<file path="src/rtl/red_pitaya_decimator_block.sv">
// Decimating boxcar averager: per window of 2^L samples emits the floor mean,
// maximum and minimum of the filtered stream, flagged by a one-cycle valid strobe.
module red_pitaya_decimator_block #(
    parameter int SIGNALBITS = 14,
    parameter int MAXLOG2    = 10
) (
    input  logic                         clk_i,
    input  logic                         rstn_i,
    input  logic                         enable_i,
    input  logic                         sync_i,
    input  logic [3:0]                   log2_dec_i,
    input  logic signed [SIGNALBITS-1:0] dat_i,
    output logic signed [SIGNALBITS-1:0] dat_o,
    output logic signed [SIGNALBITS-1:0] max_o,
    output logic signed [SIGNALBITS-1:0] min_o,
    output logic                         valid_o
);

    localparam int AW = SIGNALBITS + MAXLOG2;
    localparam logic [MAXLOG2:0] ONE_W = (MAXLOG2+1)'(1);

    typedef enum logic {IDLE, RUN} state_t;

    state_t                  state_q, state_d;
    logic signed [AW-1:0]    acc_q, acc_base, sum;
    logic [MAXLOG2-1:0]      cnt_q, cnt_base;
    logic [3:0]              l_q, l_req, l_cur;
    logic signed [SIGNALBITS-1:0] max_q, min_q, max_nx, min_nx;
    logic [MAXLOG2:0]        n_win;
    logic                    first, last;

    // NOTE: every signal assigned here gets a default first, so no path can
    // leave one unassigned and infer a latch.
    always_comb begin
        state_d  = enable_i ? RUN : IDLE;
        l_req    = (log2_dec_i > 4'(MAXLOG2)) ? 4'(MAXLOG2) : log2_dec_i;
        // A sample opens a new window after idle, after a completed window, or on sync.
        first    = sync_i || (state_q == IDLE) || (cnt_q == '0);
        l_cur    = first ? l_req : l_q;
        acc_base = first ? '0 : acc_q;
        cnt_base = first ? '0 : cnt_q;
        sum      = acc_base + AW'(dat_i);
        max_nx   = (first || dat_i > max_q) ? dat_i : max_q;
        min_nx   = (first || dat_i < min_q) ? dat_i : min_q;
        n_win    = ONE_W << l_cur;
        last     = ({1'b0, cnt_base} == (n_win - ONE_W));
    end

    // NOTE: sequential state uses non-blocking assignments so every register
    // samples the pre-edge values regardless of statement order.
    always_ff @(posedge clk_i or negedge rstn_i) begin
        if (!rstn_i) begin
            state_q <= IDLE;
            acc_q   <= '0;
            cnt_q   <= '0;
            l_q     <= '0;
            max_q   <= '0;
            min_q   <= '0;
            dat_o   <= '0;
            max_o   <= '0;
            min_o   <= '0;
            valid_o <= 1'b0;
        end else begin
            state_q <= state_d;
            valid_o <= 1'b0;
            if (!enable_i) begin
                acc_q <= '0;
                cnt_q <= '0;
                max_q <= '0;
                min_q <= '0;
            end else if (last) begin
                acc_q   <= '0;
                cnt_q   <= '0;
                l_q     <= l_cur;
                max_q   <= max_nx;
                min_q   <= min_nx;
                dat_o   <= SIGNALBITS'(sum >>> l_cur);
                max_o   <= max_nx;
                min_o   <= min_nx;
                valid_o <= 1'b1;
            end else begin
                acc_q <= sum;
                cnt_q <= cnt_base + MAXLOG2'(1);
                l_q   <= l_cur;
                max_q <= max_nx;
                min_q <= min_nx;
            end
        end
    end

endmodule

</file>
<file path="config.mk">
export PLATFORM = sky130hd
export DESIGN_NAME = red_pitaya_decimator_block
export DESIGN_NICKNAME = d
export VERILOG_FILES = /design/src/rtl/red_pitaya_decimator_block.sv
export SDC_FILE = /design/constraint.sdc
export NUM_CORES = 1
export LEC_CHECK = 0
export BUFFER_PORTS_ARGS = -buffer_cell sky130_fd_sc_hd__buf_2
export CAP_MARGIN = 5
export CORE_ASPECT_RATIO = 1.4
export CORE_UTILIZATION = 56
export CTS_CLUSTER_SIZE = 28
export DETAILED_ROUTE_END_ITERATION = 16
export PLACE_DENSITY_LB_ADDON = 0.12
export RECOVER_POWER = 25
export SKIP_LAST_GASP = 1
export SYNTH_ARGS = -nofsm -noshare
export SYNTH_HDL_FRONTEND = slang
export SYNTH_SLANG_ARGS = --single-unit
</file>
<file path="constraint.sdc">
create_clock -name clk_i -period 5.1 [get_ports clk_i]
set_input_delay 0.765 -clock clk_i [delete_from_list [all_inputs] [get_ports clk_i]]
set_output_delay 0.765 -clock clk_i [all_outputs]
set_load 0.02 [all_outputs]
</file>
-- Word level (Yosys, flattened, before mapping)
Cells that the tools add are included.
- flip-flop bits (word level): 110
- input port bits: 22
- output and inout bits: 43
- word-level logic and storage cells: 41
- $add $sub $neg: 3
- order comparisons: 3
- equal/unequal tests: 1
- shift operators: 2
- muxes and demuxes: 15
- bitwise operators: 1
- reductions and logical operators: 6
- operators with widths (operator ; number):
    two-way mux 24 bit ; 3
    two-way mux 14 bit ; 4
    two-way mux 10 bit ; 3
    adder 24 x 14 -> 24 bit ; 1
    >>> shifter 24 x 4 -> 14 bit ; 1
    greater-than comparator 14 bit ; 1
    less-than comparator 14 bit ; 1
    == test 10 x 11 -> 1 bit ; 1
    << shifter 1 x 4 -> 11 bit (first input constant) ; 1
    subtractor 11 x 1 -> 11 bit (second input constant) ; 1
    adder 10 x 1 -> 10 bit (second input constant) ; 1
    logical NOT 10 bit ; 1
    two-way mux 4 bit ; 2
    greater-than comparator 4 bit (second input constant) ; 1
    logical OR 1 bit ; 4
    two-way mux 1 bit ; 3
    AND reduction 2 bit ; 1
    NOT 1 bit ; 1

-- Logic depth before layout (Yosys ltp)
- depth in word-level cells: 9
- gate-level depth with buffers: 19
- mapped depth without buffers: 15

-- Least setup slack after synthesis
Ideal clock, no wire load.
- kind: input port to flip-flop
- start point: input sync_i
- end point: register dat_o[10]
- library setup time: 0.127 ns
- arrival: 4.883 ns
- required time: 4.973 ns
- path slack: 0.090 ns
- stages on the path: 19
- path buffers: 4
- cells stage by stage: nor2b_1 -> clkbuf_1 -> o31a_1 -> buf_4 -> clkbuf_1 -> clkbuf_1 -> and2_1 -> ha_1 -> inv_1 -> fa_1 -> nand2b_1 -> a21oi_1 -> o21ai_1 -> o21a_1 -> nor3_1 -> o21a_1 -> o32ai_1 -> a221o_1 -> mux2_1
- cells in the longest elaborated chain, start to end: 7
- elaborated cells between the ends (all ways): 11
- classes of those cells: 2 x add/sub; 1 x eq/ne; 2 x shift; 3 x mux; 3 x reduce/logical
- ends and longest elaborated chain (what ; line ; text):
    start: declaration ; 10 ; input logic sync_i,
    logical OR 1 bit (*) (2 in a row) ; 38 ; first = sync_i || (state_q == IDLE) || (cnt_q == '0);
    parallel branches: the longest is 5 deep, another holds adder 24 x 14 -> 24 bit ; n/a ;
    end signal: assignment ; 77 ; dat_o <= SIGNALBITS'(sum >>> l_cur);
    end: declaration ; 13 ; output logic signed [SIGNALBITS-1:0] dat_o,
Mark *: on every way between the ends.
A chain may end at the register's enable or synchronous reset.

-- Worst setup path in the final report
- start point: register cnt_q[6]
- end point: register dat_o[6]
- cells in the longest elaborated chain, start to end: 7
- elaborated cells between the ends (all ways): 11
- classes of those cells: 2 x add/sub; 1 x eq/ne; 2 x shift; 3 x mux; 3 x reduce/logical
- ends and longest elaborated chain (what ; line ; text):
    start: declaration ; 26 ; logic [MAXLOG2-1:0] cnt_q, cnt_base;
    start signal: assignment ; 83 ; cnt_q <= cnt_base + MAXLOG2'(1);
    parallel branches: the longest is 7 deep, another holds adder 24 x 14 -> 24 bit ; n/a ;
Several ways; the timed one is not identified.

==> impl_metrics.tcl <==
set metrics [dict create \
    status "finished, violations left" \
    violations "max-capacitance violations, max-slew violations" \
    worst_path_largest_cell_delay_ns 0.60 \
    start_util_pct 57.3 \
    insertion_delay_ns 0.36 \
    slew_violations 74 \
    drt_first_pass_iters 6 \
    setup_violations 0 \
    fill_cells 1347 \
    syn_to_final_growth_pct 10.7 \
    netSwitchingFraction_pct 33.5 \
    ys_async_sr_fraction_pct 100 \
    cp_num_buf_inv 1 \
    first_iter_violations 556 \
    h-tree-depth 3 \
    clk_pin_slew_ns 0.08 \
    post_cts.repair.setup_buffers 0 \
    die_w_um 107 \
    gp_congestion 0.967 \
    io_buffers 64 \
    fin_ws_ns 0.312 \
    worst-setup-path-type "reg2reg" \
    die_h_um 149 \
    slew_headroom_pct -172 \
    dpl.hpwl_um 18400 \
    grt_max_degree 74 \
    vias_per_cell 6.48 \
    yosys_most_used_dff "dfrtp_1" \
    wl_um 25200 \
    hold_viol 0 \
    fmax_mhz 209 \
    p_leak_nw 4.47 \
    grt_pass1_wl_um 40700 \
    max-clock-path-buffers 2 \
    peakVddDrop_mv 0.188 \
    hold_buffers 0 \
    dpl_cell_area_um2 9250 \
    ys_seq_area_share_pct 31.9 \
    cts_root_buf "clkbuf_16" \
    layout.cells.non_filler 1291 \
    period_needed_ns 4.79 \
    overflow 0 \
    path_cells "or4_1 > o31a_1 > buf_12 > and2_1 > ha_1 > and2_1 > nand2_1 > a211oi_1 > o2111ai_1 > and3_1 > a221o_1 > a221oi_1 > a221o_1 > mux2_1" \
    post_cts_resized 0 \
    rsz0062_at_grt "no" \
    critPathRequiredTime_ns 5.40 \
    synth_edf_count 0 \
    hp-class "reg2reg" \
    drv_cap 1 \
    wl_per_cell_um 19.5 \
    track_usage_pct 32.5 \
    worst_setup_path_end_kind "flip-flop" \
    numCtsBuffers 9 \
    worstPathArrival_ns 5.09 \
    drcViolationCount 0 \
    dp_cells 1275 \
    skew_ns 0.0104 \
    final_nets 1169 \
    ys_ff_latch 110 \
    ys_warn_count 0 \
    combPwrFrac_pct 26.7 \
    finish.utilization_pct 63.4 \
    synth_nets 1121 \
    crit_family "compound AO/OA/AOI/OAI gates" \
    grt_pass1_vias 8114 \
    p_int_mw 1.51 \
    cts_tree "done" \
    preCtsSetupSlack_ns 0.349 \
    vias 8361 \
    cp_max_fo 47 \
    tns_ns 0 \
    power_mw 2.27 \
    fin_hold_ws_ns 0.485 \
    coreArea_um2 15100 \
    rows 53 \
    finalInstanceArea_um2 9550 \
    syn_area_um2 8620 \
    crit_slowest_cell "or4_1" \
    final_antenna_net_count 0 \
    tightest_slew_ns 4.08 \
    drive_gt1_share_pct 12.3 \
    yosysUniqueCellTypes 72 \
    p_switching_mw 0.760 \
    cellPowerDensity_nw_per_um2 238 \
    dieArea_um2 15900 \
    fin_crit_sh_pct 93.9 \
    io_pins 65 \
    syn-instance-count 1046 \
    pwr-share-clk_pct 32.3 \
    antenna_cells 0 \
    crit_path_start_kind "flip-flop" \
    antenna_found_initial 0 \
    syn-mean-instance-area_um2 8.24 \
    clock_sinks 110 \
    pwr-share-seq_pct 41.0 \
]
[layout by cell type (no fill, tap or decap), types with 7 or more instances in the layout]
cell       instances
o221ai_1           9
nor3_1            37
a21o_1            25
nand2b_1          10
xnor2_1            7
buf_4             36
dfrtp_1          110
a22o_1            12
nand3_1           38
nand2_1           70
o2111ai_1          8
o21ai_0           49
inv_1             41
a31oi_1           26
a21oi_1          117
ha_1              52
mux2i_1           15
nand4_1           20
and2_1            32
a211oi_1          13
nor2_1            98
nor2b_1           11
and4_1            19
o21a_1             9
and3_1             8
o211ai_1          18
mux2_2             7
or4_1              8
xor2_1            17
buf_2             62
clkbuf_16          9
mux2_1            12
[kinds of logic after synthesis]
| logic type | share of synthesized area [%] |
|---|---|
| AOI/OAI and AO/OA | 26.2 |
| and+or+nand+nor | 21.9 |
| DFF | 31.9 |
| adders and majority gates | 7.78 |
| muxes | 4.63 |
| buffers and inverters | 5.15 |
| xor gates and xnor gates | 2.44 |
[final timing paths]
path	from	to	slack, ns	cells after the start
worst min register to register	dat_o[9]	dat_o[9]	0.49	1
worst max register to register	cnt_q[6]	dat_o[6]	0.31	14
worst max-delay path	cnt_q[6]	dat_o[6]	0.31	14
max in group asynchronous	rstn_i	dat_o[11]	0.99	1
worst min-delay path	dat_o[9]	dat_o[9]	0.49	1
min in group asynchronous	rstn_i	min_o[1]	1.84	1
[power by group through the flow]
| stage | combinational, mW | sequential (mW) | clock, mW |
|---|---|---|---|
| final | 0.607 | 0.930 | 0.733 |
| after global routing | 0.667 | 0.935 | 0.782 |
| after CTS | 0.599 | 0.930 | 0.749 |
| after global placement | 0.591 | 0.946 | 0 |
| after floorplan | 0.402 | 0.942 | 0 |
| after detailed placement | 0.596 | 0.947 | 0 |
[layout make-up]
class / instances / area (um^2) / area share [%]
clock buffer: 10 / 229 / 2.40
clock inverter: 6 / 71.3 / 0.747
inverter: 42 / 158 / 1.65
multi-input combinational: 829 / 5470 / 57.3
sequential: 110 / 2750 / 28.8
tap: 192 / 240 / 2.52
timing repair buffer: 102 / 628 / 6.58
[registers in the layout (all words and copies together) (netlist names)]
register	count
state_q	1
max_o	14
min_o	14
min_q	14
acc_q	24
dat_o	14
l_q	4
cnt_q	10
valid_o	1
max_q	14
[Yosys cell counts (9+ instances only)]
cell | n | area share, %
a21oi_1 | 117 | 6.8
dfrtp_1 | 110 | 32
nor2_1 | 98 | 4.3
nand2_1 | 70 | 3.0
ha_1 | 52 | 7.5
o21ai_0 | 49 | 2.8
clkbuf_1 | 46 | 2.0
inv_1 | 41 | 1.8
nand3_1 | 38 | 2.2
nor3_1 | 37 | 2.1
and2_1 | 32 | 2.3
a31oi_1 | 27 | 2.0
a21o_1 | 25 | 2.2
nand4_1 | 20 | 1.5
and4_1 | 19 | 1.9
o211ai_1 | 18 | 1.6
mux2i_1 | 17 | 2.0
xor2_1 | 17 | 1.7
a211oi_1 | 13 | 1.1
a22o_1 | 12 | 1.2
mux2_1 | 12 | 1.6
nor2b_1 | 11 | 0.80
buf_2 | 10 | 0.58
nand2b_1 | 10 | 0.73
o21a_1 | 9 | 0.78
o221ai_1 | 9 | 0.91
[layer usage]
metal | wire, um | share of wire [%] | track usage, %
met1 | 10500 | 42 | 39.3
met2 | 12200 | 48 | 55.0
met3 | 1250 | 5.0 | 4.76
met4 | 1250 | 5.0 | 18.4
met5 | 0 | 0 | 0
[worst reg2reg max path, delay by kind of cell, from the launching register on]
| kind | cells | cell delay, ns |
|---|---|---|
| compound gates | 6 | 2.15 |
| fa+ha+maj | 1 | 0.41 |
| buf+inv | 1 | 0.19 |
| flops | 1 | 0.43 |
| mux | 1 | 0.13 |
| simple gates | 5 | 1.41 |
Note: power is estimated with default switching activity, not from simulation.
